===== config.mk =====
export PLATFORM = sky130hd
export DESIGN_NAME = if_fetch_ctrl_flat
export DESIGN_NICKNAME = d
export VERILOG_FILES = /design/src/rtl/if_fetch_ctrl_if.sv /design/src/rtl/if_fetch_ctrl.sv /design/src/flat_wrapper.sv
export SDC_FILE = /design/constraint.sdc
export NUM_CORES = 1
export LEC_CHECK = 0
export BUFFER_PORTS_ARGS = -buffer_cell sky130_fd_sc_hd__buf_2
export CAP_MARGIN = 5
export CORE_MARGIN = 2
export CORE_UTILIZATION = 50
export CTS_CLUSTER_DIAMETER = 200
export CTS_CLUSTER_SIZE = 24
export DETAILED_ROUTE_END_ITERATION = 6
export PLACE_DENSITY = 0.85
export SLEW_MARGIN = 20
export SYNTH_ARGS = -nofsm -noshare
export SYNTH_HDL_FRONTEND = slang
export SYNTH_SLANG_ARGS = --single-unit
export TNS_END_PERCENT = 30

===== constraint.sdc =====
create_clock -name clk -period 1.9 [get_ports clk]
set_input_delay 0.38 -clock clk [delete_from_list [all_inputs] [get_ports clk]]
set_output_delay 0.38 -clock clk [all_outputs]
set_load 0.03 [all_outputs]

===== src/rtl/if_fetch_ctrl_if.sv =====
// Instruction-memory request/response bus between the fetch sequencer and
// instruction memory: address request, grant, then a single response beat.
interface if_fetch_ctrl_if;
  logic        inst_req_o;
  logic [31:0] inst_addr_o;
  logic        inst_gnt_i;
  logic        inst_rvalid_i;
  logic [31:0] inst_rdata_i;

  modport master (
    output inst_req_o,
    output inst_addr_o,
    input  inst_gnt_i,
    input  inst_rvalid_i,
    input  inst_rdata_i
  );

  modport slave (
    input  inst_req_o,
    input  inst_addr_o,
    output inst_gnt_i,
    output inst_rvalid_i,
    output inst_rdata_i
  );
endinterface


===== src/rtl/if_fetch_ctrl.sv =====
// Instruction-fetch sequencer: owns the PC, issues one fetch at a time on the
// instruction bus, handles branch redirects/kills and feeds IF/ID with a skid slot.
module if_fetch_ctrl #(
  parameter logic [31:0] RESET_PC = 32'h8000_0000,
  parameter int unsigned PC_STEP  = 4
) (
  input  logic                   clk,
  input  logic                   rst,
  input  logic                   stall_i,
  input  logic                   branch_flag_i,
  input  logic [31:0]            branch_target_address_i,
  if_fetch_ctrl_if.master        inst_bus,
  output logic                   if_valid_o,
  output logic [31:0]            if_pc_o,
  output logic [31:0]            if_inst_o
);

  localparam logic [31:0] STEP = 32'(PC_STEP);

  typedef enum logic [1:0] {S_IDLE, S_REQ, S_WAIT, S_HOLD} state_e;

  state_e      state_q;
  logic [31:0] fetch_pc_q, req_pc_q;
  logic        kill_q;
  logic        skid_valid_q;
  logic [31:0] skid_pc_q, skid_inst_q;
  logic        redir_pend_q;
  logic [31:0] redir_tgt_q;
  logic        inst_req_q;
  logic [31:0] inst_addr_q;
  logic        if_valid_q;
  logic [31:0] if_pc_q, if_inst_q;

  logic consume, slot_free;

  always_comb begin
    consume   = if_valid_q && !stall_i;
    slot_free = !if_valid_q || !stall_i;
  end

  always_ff @(posedge clk) begin
    if (rst) begin
      state_q      <= S_IDLE;
      fetch_pc_q   <= RESET_PC;
      req_pc_q     <= '0;
      kill_q       <= 1'b0;
      skid_valid_q <= 1'b0;
      skid_pc_q    <= '0;
      skid_inst_q  <= '0;
      redir_pend_q <= 1'b0;
      redir_tgt_q  <= '0;
      inst_req_q   <= 1'b0;
      inst_addr_q  <= '0;
      if_valid_q   <= 1'b0;
      if_pc_q      <= '0;
      if_inst_q    <= '0;
    end else begin
      // Later assignments below (new loads) override consumption and flush.
      if (consume)       if_valid_q <= 1'b0;
      if (branch_flag_i) begin
        if_valid_q   <= 1'b0;
        skid_valid_q <= 1'b0;
      end

      case (state_q)
        S_IDLE: begin
          state_q    <= S_REQ;
          inst_req_q <= 1'b1;
          if (branch_flag_i) begin
            fetch_pc_q  <= branch_target_address_i;
            inst_addr_q <= branch_target_address_i;
          end else begin
            inst_addr_q <= fetch_pc_q;
          end
        end

        S_REQ: begin
          if (inst_bus.inst_gnt_i) begin
            req_pc_q     <= inst_addr_q;
            inst_req_q   <= 1'b0;
            state_q      <= S_WAIT;
            redir_pend_q <= 1'b0;
            if (branch_flag_i) begin
              kill_q     <= 1'b1;
              fetch_pc_q <= branch_target_address_i;
            end else if (redir_pend_q) begin
              kill_q     <= 1'b1;
              fetch_pc_q <= redir_tgt_q;
            end else begin
              fetch_pc_q <= fetch_pc_q + STEP;
            end
          end else if (branch_flag_i) begin
            // Address must stay put until granted; remember where to go next.
            redir_pend_q <= 1'b1;
            redir_tgt_q  <= branch_target_address_i;
          end
        end

        S_WAIT: begin
          if (inst_bus.inst_rvalid_i) begin
            kill_q <= 1'b0;
            if (branch_flag_i) begin
              fetch_pc_q  <= branch_target_address_i;
              inst_addr_q <= branch_target_address_i;
              inst_req_q  <= 1'b1;
              state_q     <= S_REQ;
            end else if (kill_q || slot_free) begin
              inst_addr_q <= fetch_pc_q;
              inst_req_q  <= 1'b1;
              state_q     <= S_REQ;
              if (!kill_q) begin
                if_valid_q <= 1'b1;
                if_pc_q    <= req_pc_q;
                if_inst_q  <= inst_bus.inst_rdata_i;
              end
            end else begin
              skid_valid_q <= 1'b1;
              skid_pc_q    <= req_pc_q;
              skid_inst_q  <= inst_bus.inst_rdata_i;
              state_q      <= S_HOLD;
            end
          end else if (branch_flag_i) begin
            kill_q     <= 1'b1;
            fetch_pc_q <= branch_target_address_i;
          end
        end

        S_HOLD: begin
          if (branch_flag_i) begin
            fetch_pc_q  <= branch_target_address_i;
            inst_addr_q <= branch_target_address_i;
            inst_req_q  <= 1'b1;
            state_q     <= S_REQ;
          end else if (!stall_i && skid_valid_q) begin
            if_valid_q   <= 1'b1;
            if_pc_q      <= skid_pc_q;
            if_inst_q    <= skid_inst_q;
            skid_valid_q <= 1'b0;
            inst_addr_q  <= fetch_pc_q;
            inst_req_q   <= 1'b1;
            state_q      <= S_REQ;
          end
        end

        default: state_q <= S_IDLE;
      endcase
    end
  end

  assign inst_bus.inst_req_o  = inst_req_q;
  assign inst_bus.inst_addr_o = inst_addr_q;
  assign if_valid_o           = if_valid_q;
  assign if_pc_o              = if_pc_q;
  assign if_inst_o            = if_inst_q;

endmodule

===== src/flat_wrapper.sv =====
// flat-port wrapper written by rule: the top's interface ports become plain ports
module if_fetch_ctrl_flat 
#(
  parameter logic [31:0] RESET_PC = 32'h8000_0000,
  parameter int unsigned PC_STEP  = 4
)
  (clk, rst, stall_i, branch_flag_i, branch_target_address_i, if_valid_o, if_pc_o, if_inst_o, inst_bus_inst_req_o, inst_bus_inst_addr_o, inst_bus_inst_gnt_i, inst_bus_inst_rvalid_i, inst_bus_inst_rdata_i);
  if_fetch_ctrl_if inst_bus_i ();
  input  logic clk;
  input  logic rst;
  input  logic stall_i;
  input  logic branch_flag_i;
  input  logic [31:0] branch_target_address_i;
  output logic if_valid_o;
  output logic [31:0] if_pc_o;
  output logic [31:0] if_inst_o;
  output wire logic [$bits(inst_bus_i.inst_req_o)-1:0] inst_bus_inst_req_o;
  output wire logic [$bits(inst_bus_i.inst_addr_o)-1:0] inst_bus_inst_addr_o;
  input wire logic [$bits(inst_bus_i.inst_gnt_i)-1:0] inst_bus_inst_gnt_i;
  input wire logic [$bits(inst_bus_i.inst_rvalid_i)-1:0] inst_bus_inst_rvalid_i;
  input wire logic [$bits(inst_bus_i.inst_rdata_i)-1:0] inst_bus_inst_rdata_i;
  assign inst_bus_inst_req_o = inst_bus_i.inst_req_o;
  assign inst_bus_inst_addr_o = inst_bus_i.inst_addr_o;
  assign inst_bus_i.inst_gnt_i = inst_bus_inst_gnt_i;
  assign inst_bus_i.inst_rvalid_i = inst_bus_inst_rvalid_i;
  assign inst_bus_i.inst_rdata_i = inst_bus_inst_rdata_i;
  if_fetch_ctrl #(.RESET_PC(RESET_PC), .PC_STEP(PC_STEP)) u_core (.clk(clk), .rst(rst), .stall_i(stall_i), .branch_flag_i(branch_flag_i), .branch_target_address_i(branch_target_address_i), .inst_bus(inst_bus_i), .if_valid_o(if_valid_o), .if_pc_o(if_pc_o), .if_inst_o(if_inst_o));
endmodule

Word-level counts from Yosys, hierarchy flattened

Cells that the tools add are included.

Flip-flop bits (word level): 263
Input port bits: 70
Output and inout port bits: 98
Word-level logic and storage cells: 115

Add/subtract/negate cells: 1
Eq/ne operators: 14
Multiplexer cells: 62
Bitwise gates (word level): 3
Reduce and logical (&&, ||, !) cells: 21

Operator list:

| cell                                          | count |
|---|---|
| 2-to-1 mux 32 bit                             | 21 |
| one-hot mux 32 bit (2 select lines)           | 3 |
| one-hot mux 32 bit (3 select lines)           | 1 |
| adder 32 x 3 -> 32 bit, second input constant | 1 |
| 2-to-1 mux 1 bit                              | 26 |
| AND reduction 4 bit                           | 4 |
| 2-to-1 mux 2 bit                              | 6 |
| != test 2 bit, second input constant          | 5 |
| != test 3 x 2 -> 1 bit, second input constant | 3 |
| one-hot mux 2 bit (4 select lines)            | 1 |
| AND reduction 7 bit                           | 1 |
| one-hot mux 1 bit (2 select lines)            | 3 |
| AND reduction 3 bit                           | 2 |
| nonzero test 2 bit                            | 3 |
| == test 2 bit, second input constant          | 2 |
| != test 2 x 1 -> 1 bit, second input constant | 2 |
| one-hot mux 1 bit (4 select lines)            | 1 |
| AND reduction 2 bit                           | 2 |
| != test 3 bit, second input constant          | 1 |
| inverter 1 bit                                | 3 |
| nonzero test 3 bit                            | 1 |
| OR reduction 3 bit                            | 1 |
| == test 2 x 1 -> 1 bit, second input constant | 1 |
| logical AND 1 bit                             | 2 |
| 3 further kinds                               | 5 |

Longest topological paths before layout

Depth after elaboration: 9
Depth in mapped cells: 9
Mapped depth without buffers: 7

Worst setup path after synthesis

Ideal clock, no wire load.

Path kind: register to register
From: register u_core.state_q[0]
To: register u_core.if_pc_q[11], in the netlist u_core.if_pc_o[11]
Setup time: 0.137 ns
Data arrival time: 1.745 ns
Required time: 1.763 ns
Slack: 0.017 ns
Stages on the path, launching flop included: 8
Buffers on the path: 2
Period minus slack after synthesis: 1.883 ns
Cells stage by stage: dfxtp_1 inv_1 ha_1 nand2b_1 a221oi_1 clkbuf_1 clkbuf_1 a211oi_1

Longest elaborated chain between the ends: 3
Elaborated cells on any way between the ends: 11
Those cells by class: eq/ne: 8; mux: 1; reduce/logical: 2

Ends and longest elaborated chain:

| item                                                     | line                 | source |
|---|---|---|
| start, declared                                          | if_fetch_ctrl.sv:22  | `state_e state_q;` |
| start signal, assigned                                   | if_fetch_ctrl.sv:43  | `state_q <= S_IDLE;` |
| start signal, assigned                                   | if_fetch_ctrl.sv:67  | `state_q <= S_REQ;` |
| start signal, assigned                                   | if_fetch_ctrl.sv:81  | `state_q <= S_WAIT;` |
| == test 2 bit                                            | if_fetch_ctrl.sv:65  | `case (state_q)` |
| != test 2 x 1 -> 1 bit (no line) (tied with other cells) | -                    |  |
| AND reduction 7 bit (no line)                            | -                    |  |
| end signal, assigned                                     | if_fetch_ctrl.sv:113 | `if_pc_q <= req_pc_q;` |
| end signal, assigned                                     | if_fetch_ctrl.sv:136 | `if_pc_q <= skid_pc_q;` |
| end, declared                                            | if_fetch_ctrl.sv:32  | `logic [31:0] if_pc_q, if_inst_q;` |

Parallel ways exist; a longest one is shown, timed or not.
A chain may end at the register's enable or synchronous reset.

Final worst setup path

From: register u_core.state_q[1]
To: register u_core.if_pc_q[28], in the netlist u_core.if_pc_o[28]

Same word-level chain as after synthesis.

==> flow_summary_export.csv <==
group,metric,value,unit
status,status,"finished with violations",
status,violations,"negative setup slack",
synthesis,synthFlopType,"dfxtp_1",
timing,worst_slack,-0.04075,ns
cts,cts.path.max_buffers,3,
power,vdd_ir_drop_max,0.4774,mV
detailed_routing,first_pass_iters,6,
worst_setup_path,worst_setup_path_start_kind,"flip-flop",
detailed_routing,m1WireLength,14.44,mm
floorplan,dieArea,24350,sq um
synthesis,synth-seq-cells,263,
cts,cts.htree.levels,1,
timing,fin_crit_sh,102.1,%
global_routing,grt_pass1_wl,51.47,mm
synthesis,synth_edf_count,0,
worst_setup_path,crit_fanout,6,
cts,path_clk_slew,0.10,ns
global_routing,grt_pass1_vias,9955,
cells_and_area,final_cells,1885,
detailed_routing,vias,11031,
cts,worstSkewPairLatency,0.49,ns
worst_setup_path,crit_required,2.29,ns
global_routing,grt_max_degree,88,
timing,setup_violations,2,
timing,drv_slew,0,
timing,finalCriticalPeriod,1.941,ns
worst_setup_path,cp_data_arrival_time,2.33,ns
cts,cts_tree,"yes",
cts,cts_buffers,14,
detailed_routing,drc,0,
place,dpl_cell_area,13380,sq um
cts,cts_sinks,263,
synthesis,synth_area,11560,sq um
timing,max_slew.worst_pin.slew,0.4150,ns
cells_and_area,drive_gt1_share,23.38,%
floorplan,ioPinCount,168,
power,p_total,11.81,mW
synthesis,synth.distinct_cells,65,
floorplan,fp-row-count,55,
synthesis,synth_cells,1405,
timing,hold_viol_final,0,
synthesis,synth-async-reset-ratio,0,%
synthesis,syn_nets,1479,
place,place.port_buffers,167,
synthesis,yosysSeqAreaShare,45.55,%
detailed_routing,viasPerCell,5.852,
floorplan,initial_core_util,51.06,%
global_routing,gr-total-overflow,0,
detailed_routing,wl_met2,15.79,mm
cells_and_area,layout.nets,1674,
timing,skew,0.01647,ns
worst_hold_path,min_path_type,"input port to flip-flop",
run,max-cap-violations,0,
cells_and_area,area_growth_syn_to_layout,23.23,%
synthesis,post_synth.cell_area_avg,8.228,sq um
cts,clockRootBuffer,"clkbuf_16",
power,leakagePower,5.280,nW
timing,clock.fmax,515.3,MHz
detailed_routing,met3RoutedLength,2.717,mm
power,powerDensity,829.0,nW/um^2
detailed_routing,top_layer,"met4",
synthesis,yosys_warnings,0,
floorplan,dieHeight,156.1,um
global_routing,antenna_found_initial,0,
global_routing,grtUsageTotal,25.65,%
detailed_routing,wire_per_inst,17.91,um
cells_and_area,antennaDiodeCount,0,
timing,slew_headroom,72.16,%
floorplan,core,22640,sq um
floorplan,fp.dieW,156.1,um
timing,rsz0062_at_grt,"true",
worst_setup_path,end_kind,"flip-flop",
cells_and_area,postLayoutCellArea,14240,sq um
detailed_routing,wl,33.76,mm
place,dpl.cell_count,1850,
detailed_routing,drtAntennaViolNets,0,
place,hpwl,22.90,mm
detailed_routing,drt_iter0_drc,1084,
worst_setup_path,crit_type,"flip-flop to flip-flop",
place,gp_congestion,0.9560,
[sequential cells by signal (all words and copies together), names as in the netlist]
register,count
u_core.fetch_pc_q,32
u_core.if_inst_o,32
u_core.if_pc_o,32
u_core.if_valid_o,1
u_core.inst_bus.inst_addr_o,32
u_core.inst_bus.inst_req_o,1
u_core.kill_q,1
u_core.redir_pend_q,1
u_core.redir_tgt_q,32
u_core.req_pc_q,32
u_core.skid_inst_q,32
u_core.skid_pc_q,32
u_core.skid_valid_q,1
u_core.state_q,2
[layout by cell type, fill, tap and decap left out, drive strengths merged, types with 10 or more instances in the layout]
master / n
clkbuf: 22
a211oi: 108
mux2i: 101
nor2: 130
o22ai: 11
nand3: 16
a22oi: 10
nor3: 20
buf: 290
o21ai: 33
dfxtp: 263
a21oi: 153
nand2: 304
nor4: 10
[cell families after synthesis]
kind of cell | Yosys count | share of synthesized area, %
simple gates | 527 | 19.34
compound gates | 369 | 20.24
flops | 263 | 45.55
buf+inv | 128 | 4.643
mux | 104 | 9.038
xor+xnor | 10 | 0.7576
fa+ha+maj | 4 | 0.4330
[worst max-delay path, stage by stage (launching register included)]
cell       delay, ns
dfxtp_4         0.38
buf_4           0.12
ha_4            0.18
nand2b_4        0.06
a221oi_4        0.30
buf_4           0.18
clkbuf_16       0.15
buf_4           0.15
nor2_1          0.05
a211oi_1        0.27
[worst paths after layout]
kind / from / end / slack (ns) / depth (start not counted)
min reg2reg: u_core.skid_pc_q[1] / u_core.skid_pc_q[1] / 0.46 / 2
min: branch_target_address_i[23] / u_core.redir_tgt_q[23] / 0.13 / 3
max reg2reg: u_core.state_q[1] / u_core.if_pc_o[28] / -0.04 / 9
max: u_core.state_q[1] / u_core.if_pc_o[28] / -0.04 / 9
[per-stage QoR]
stage	util, %	setup WS [ns]	TNS, ns	hold WS [ns]
floorplan	-	0.01733	0	0.4311
global placement	59.08	-0.007511	-0.008662	0.4383
detailed placement	59.08	-0.08175	-0.2638	0.4434
CTS	61.02	0.0008491	0	0.1193
global route	62.92	-0.1100	-1.323	0.1379
finish	62.92	-0.04075	-0.05842	0.1252
[power breakdown]
part / leakage (nW) / switching, mW / internal, mW / total [mW]
combinational: 2.96 / 1.54 / 0.993 / 2.53
clock: 0.186 / 1.77 / 1.42 / 3.19
sequential: 2.14 / 0.270 / 5.82 / 6.09
[cell usage after synthesis (all sizes together) (3+ instances only)]
cell	count	area [sq um]
a311oi	5	43.79
nand2b	6	37.54
mux2i	101	1011
a21oi	153	765.7
o22ai	11	68.82
and4	3	26.28
nand3	16	85.08
o221ai	6	58.80
xnor2	6	52.55
o211ai	3	22.52
inv	9	33.78
xor2	4	35.03
and3	4	25.02
a21boi	4	30.03
o21a	4	30.03
nand2	304	1141
nor2b	8	50.05
nor3	20	110.1
and2	4	25.02
nor4	10	81.33
or3	4	30.03
dfxtp	263	5265
ha	4	50.05
clkbuf	71	266.5
a211oi	108	810.8
o21ai	33	165.2
nor2	130	488.0
buf	47	232.7
nand4	5	37.53
a31oi	5	31.28
a21o	3	22.52
a22oi	10	75.07
or4	3	22.52
a211o	3	26.28
mux2	3	33.78
a221oi	3	26.28
nor3b	3	22.52
[layout make-up]
| cell class | count | area [sq um] |
|---|---|---|
| tap | 285 | 356.6 |
| sequential | 263 | 5270 |
| multi-input combinational | 1014 | 6001 |
| clock buffer | 16 | 379.1 |
| timing repair buffer | 297 | 2201 |
| fill | 1874 | 8396 |
| inverter | 10 | 37.54 |
[layer usage]
layer / vias to the layer above / track usage (%)
li1: 5289 / -
met2: 480 / 41.97
met4: 0 / 6.946
met3: 59 / 4.139
met1: 5203 / 35.27
met5: - / 0
[what timing repair did]
item	in CTS	in global routing
buffers inserted	2	11
gates cloned	1	5
gates resized for setup	5	50
endpoints found under the setup margin	44	198
hold buffers	0	0
pin swaps	1	19
No activity file was read; power rests on OpenSTA's default activity.
